--- config.mk ---
export PLATFORM = sky130hd
export DESIGN_NAME = instr_fetch
export DESIGN_NICKNAME = d
export VERILOG_FILES = /design/src/rtl/instr_fetch.sv
export SDC_FILE = /design/constraint.sdc
export NUM_CORES = 1
export LEC_CHECK = 0
export CORE_UTILIZATION = 30
export CTS_CLUSTER_SIZE = 10
export DETAILED_ROUTE_END_ITERATION = 8
export HOLD_SLACK_MARGIN = 0.06
export SYNTH_ARGS = -nofsm -noshare
export SYNTH_HDL_FRONTEND = slang
export SYNTH_SLANG_ARGS = --single-unit
--- constraint.sdc ---
create_clock -name clk_i -period 3.7 [get_ports clk_i]
set_input_delay 1.11 -clock clk_i [delete_from_list [all_inputs] [get_ports clk_i]]
set_output_delay 1.11 -clock clk_i [all_outputs]
set_load 0.05 [all_outputs]
--- src/rtl/instr_fetch.sv ---
// rtl/instr_fetch.sv - MIPS IF stage: PC, imem req/ack fetch, one-entry stall hold buffer, redirect handling
// Optional feature macro: IF_JUMP_EARLY_EN (resolve j opcode in IF instead of waiting for the ID redirect)
module instr_fetch #(
  parameter logic [31:0] RESET_PC = 32'h0000_0000
) (
  input  logic        clk_i,
  input  logic        rst_i,
  input  logic        stall_i,
  input  logic        branch_i,
  input  logic [31:0] branch_addr_i,
  output logic        imem_req_o,
  output logic [31:0] imem_addr_o,
  input  logic        imem_ack_i,
  input  logic [31:0] imem_data_i,
  output logic [31:0] addr_o,
  output logic [31:0] instr_o,
  output logic        valid_o,
  output logic        flush_o
);

  localparam logic [0:0] S_FETCH   = 1'b0;
  localparam logic [0:0] S_DISCARD = 1'b1;

  logic [0:0]  state;
  logic [31:0] pc_q;
  logic [31:0] disc_addr;    // address of the stale request being drained in S_DISCARD
  logic        hbuf_v;
  logic [31:0] hbuf_instr;
  logic [31:0] hbuf_pc4;

  logic [31:0] pc4;
  logic        present_mem;
  logic        present_buf;
  logic [31:0] pres_instr;
  logic [31:0] pres_pc4;
  logic [31:0] next_pc;

  // Request/handshake, presentation decode and next-PC selection
  always_comb begin
    pc4         = pc_q + 32'd4;
    imem_req_o  = !rst_i && !hbuf_v;
    imem_addr_o = (state == S_DISCARD) ? disc_addr : pc_q;

    present_buf = !rst_i && !branch_i && (state == S_FETCH) && hbuf_v && !stall_i;
    present_mem = !rst_i && !branch_i && (state == S_FETCH) && !hbuf_v && imem_ack_i && !stall_i;

    pres_instr  = hbuf_v ? hbuf_instr : imem_data_i;
    pres_pc4    = hbuf_v ? hbuf_pc4 : pc4;

    valid_o     = present_buf || present_mem;
    instr_o     = valid_o ? pres_instr : 32'h0000_0000;
    addr_o      = valid_o ? pres_pc4 : 32'h0000_0000;
    flush_o     = !rst_i && branch_i;

`ifdef IF_JUMP_EARLY_EN
    // Buffered words already advanced pc_q to their pc4, so the jump target simply overrides it
    if (pres_instr[31:26] == 6'b000010)
      next_pc = {pres_pc4[31:28], pres_instr[25:0], 2'b00};
    else
      next_pc = pres_pc4;
`else
    next_pc = pres_pc4;
`endif
  end

  // PC, discard FSM and hold-buffer update; redirect outranks stall and ack
  always_ff @(posedge clk_i) begin
    if (rst_i) begin
      pc_q       <= RESET_PC;
      state      <= S_FETCH;
      hbuf_v     <= 1'b0;
      disc_addr  <= RESET_PC;
      hbuf_instr <= 32'h0000_0000;
      hbuf_pc4   <= 32'h0000_0000;
    end else if (branch_i) begin
      pc_q   <= {branch_addr_i[31:2], 2'b00};
      hbuf_v <= 1'b0;
      if (state == S_FETCH) begin
        if (imem_req_o && !imem_ack_i) begin
          state     <= S_DISCARD;
          disc_addr <= pc_q;
        end
      end else if (imem_ack_i) begin
        state <= S_FETCH;
      end
    end else begin
      case (state)
        S_FETCH: begin
          if (hbuf_v) begin
            if (!stall_i) begin
              hbuf_v <= 1'b0;
              pc_q   <= next_pc;
            end
          end else if (imem_ack_i) begin
            if (stall_i) begin
              hbuf_v     <= 1'b1;
              hbuf_instr <= imem_data_i;
              hbuf_pc4   <= pc4;
              pc_q       <= pc4;
            end else begin
              pc_q <= next_pc;
            end
          end
        end
        default: begin
          if (imem_ack_i)
            state <= S_FETCH;
        end
      endcase
    end
  end

endmodule

==> results.py <==
metrics = {
    "clock_tree": {
        "cts_tree": "built",
        "cts-root-buf": "clkbuf_16",
        "numCtsBuffers": 17,
        "insertion_delay_ns": 0.42,
        "clockBufferDepth": 2,
        "cts_sinks": 130,
        "cts_max_level": 4,
        "clk_pin_slew_ns": 0.05,
    },
    "drt": {
        "num_vias": 7145,
        "dr.pass1.iters": 9,
        "routed_via_density": 5.039,
        "route.detailed.drc": 0,
        "final_antenna_net_count": 0,
        "wire_per_inst_um": 16.31,
        "drtIter0Drc": 486,
        "routed_wirelength_um": 23130,
    },
    "setup_path": {
        "cp_max_fo": 7,
        "worstSetupStartpointType": "input port",
        "regToRegSetupSlack_ns": 1.44,
        "r2r-end": "pc_q[25]",
        "worstReg2RegStart": "hbuf_v",
        "critPathCaptureType": "output pin",
        "arrival_ns": 2.53,
        "crit_type": "in -> out",
        "r2r.worst_path.cells": 6,
        "crit_required_ns": 2.59,
    },
    "synthesis": {
        "synth_nets": 999,
        "synth_edf_count": 0,
        "synth_flop_cell": "dfxtp_1",
        "synthXorXnorAreaFrac_pct": 3.365,
        "ys_ff_latch": 130,
        "ys_seq_area_share_pct": 37.04,
        "syn_area_mm2": 0.007027,
        "ys_async_sr_fraction_pct": 0,
        "synth_top_family_by_area": "simple AND/OR/NAND/NOR gates",
        "syn_area_per_cell_um2": 7.564,
        "syn_inst": 929,
        "yosys.area_share.simple_pct": 23.49,
        "synth_compound_area_share_pct": 20.25,
        "ys_warn_count": 0,
        "synthMuxAreaShare_pct": 9.437,
        "synthAdderAreaFrac_pct": 0.1781,
        "netlist-cell-type-count": 53,
    },
    "layout": {
        "syn2layout_area_growth_pct": 50.43,
        "layoutNonFillerInstCount": 1418,
        "fin_nets": 1163,
        "final_layout_size_suffix_gt1_share_pct": 20.11,
    },
    "sta": {
        "finClkSkew_ns": 0.01123,
        "final_max_slew_viol_count": 0,
        "tightest_slew_ns": 0.9649,
        "slew_headroom_pct": 35.67,
        "clock.fmax_mhz": 274.4,
        "rsz0062_at_grt": "yes",
        "final-setup-viol-count": 0,
        "min_period_ns": 3.644,
        "tns_ns": 0,
        "period_share_pct": 98.49,
        "hold_viol": 0,
    },
    "pwr": {
        "leakage_uw": 0.003796,
        "power_density_mw_per_mm2": 359.4,
        "ir_drop_mv": 0.3115,
    },
    "status": {
        "status": "finished, final reports clean",
    },
    "run": {
        "cap_violations": 0,
    },
    "grt": {
        "grt_usage_pct": 19.35,
        "grt_pass1_vias": 6695,
        "grt_pass1_wl_um": 36430,
        "grt_overflow_total": 0,
        "antenna_found_initial": 1,
        "grt_max_degree": 83,
    },
    "hold_path": {
        "hp-class": "reg -> reg",
        "hp-start": "disc_addr[12]",
        "whs_path_depth": 2,
        "whs_endpoint": "disc_addr[12]",
    },
    "die": {
        "num_rows": 55,
        "dieArea_mm2": 0.02404,
        "coreArea_mm2": 0.02278,
        "start_util_pct": 30.85,
        "fp.dieW_um": 155.0,
        "io_pins": 168,
        "die_h_um": 155.0,
    },
    "placed_design": {
        "hpwl_um": 15820,
        "port_buffers": 165,
        "gp_congestion": 0.8414,
        "place_inst": 1383,
    },
}
## through the flow
| stage | worst slack [ns] | hold slack [ns] | cell area, um^2 | total power (uW) | util, % |
|---|---|---|---|---|---|
| after floorplan | -0.1916 | 0.4329 | 7091 | 1931 | - |
| after global placement | -0.2355 | 0.4378 | 9943 | 2217 | 43.65 |
| after detailed placement | -0.2606 | 0.4414 | 9943 | 2223 | 43.65 |
| after CTS | 0.003946 | 0.4506 | 10540 | 3834 | 46.27 |
| after global routing | -0.009328 | 0.4609 | 10570 | 3950 | 46.39 |
| final | 0.05575 | 0.4500 | 10570 | 3799 | 46.40 |
## synth_stat cells, drive strengths merged (8+ instances only)
master	n	share of area [%]
a21oi	114	8.1
a211oi	12	1.4
xnor2	14	1.7
mux2i	37	5.3
o21ai	23	1.6
nand3	21	1.5
nand4	10	1.1
o21a	27	2.9
mux2	26	4.2
nand2	178	9.5
buf	29	2.0
a22oi	14	1.5
xor2	13	1.6
dfxtp	130	37
o211ai	10	1.1
nor4	8	1.3
inv	25	1.3
clkbuf	54	2.9
nand2b	8	0.71
nor2	95	5.1
nor3	22	1.7
## flip-flops by register name, summed over array words and instances (netlist names), named ones only
| register | flops |
|---|---|
| disc_addr | 32 |
| hbuf_instr | 32 |
| hbuf_pc4 | 32 |
| pc_q | 30 |
| hbuf_v | 1 |
| state | 1 |
## repair_timing
action                                 4_1_cts  5_1_grt
endpoints found under the hold margin        0        0
gates cloned                                 1        0
pin swaps                                    3        1
hold buffers                                 0        0
setup endpoints to repair                   65       17
buffers inserted                             2        1
resized for setup                           10        8
## where the power goes
group	switching [uW]	internal [uW]
Clock	614	985
Combinational	401	289
Sequential	51.6	1460
## per-layer routing
metal / track usage (%) / share of wire (%)
met1: 24.50 / 43
met2: 30.82 / 46
met3: 6.602 / 9.3
met4: 5.988 / 1.8
met5: 0 / 0
## logic make-up (layout without fill, tap and decap cells)
logic type | Yosys count | count (layout)
AO/OA/AOI/OAI | 231 | 231
XOR/XNOR | 27 | 27
adder cells (fa/ha/maj) | 1 | 1
buffers and inverters | 109 | 284
flip-flops | 130 | 130
multiplexers | 63 | 63
other | 0 | 1
AND/OR/NAND/NOR | 368 | 368
## critical path, cell delays in order
cell             delay [ns]
clkdlybuf4s50_1        0.48
o211ai_1               0.09
buf_4                  0.19
buf_4                  0.18
nor3_2                 0.19
buf_4                  0.16
buf_12                 0.13
## worst max-delay path by stage
| stage | to | depth (start not counted) | from |
|---|---|---|---|
| 3_5_place_dp | addr_o[8] | 7 | branch_i |
| 6_report | addr_o[14] | 7 | imem_ack_i |
| 2_1_floorplan | addr_o[0] | 6 | rst_i |
| 3_3_place_gp | addr_o[8] | 7 | branch_i |
| 4_1_cts | addr_o[31] | 9 | pc_q[7] |
| 5_1_grt | addr_o[14] | 7 | imem_ack_i |
## cell type report
class / instances / area, um^2
clock inverter: 5 / 52.55
clock buffer: 25 / 495.5
multi-input combinational: 690 / 4088
fill: 2251 / 12210
sequential: 130 / 2614
tap: 313 / 391.6
timing repair buffer: 228 / 2829
inverter: 26 / 97.59
antenna: 1 / 2.502
## layout by cell type (no fill, tap or decap), drive strengths merged, types with 8 or more instances in the layout
cell type      count
a211oi            12
a21oi            114
a22oi             14
buf              131
clkbuf            25
clkdlybuf4s50     95
dfxtp            130
inv               25
mux2              26
mux2i             37
nand2            178
nand2b             8
nand3             21
nand4             10
nor2              95
nor3              22
nor4               8
o211ai            10
o21a              27
o21ai             23
xnor2             14
xor2              13
Note: power is estimated with default switching activity, not from simulation.
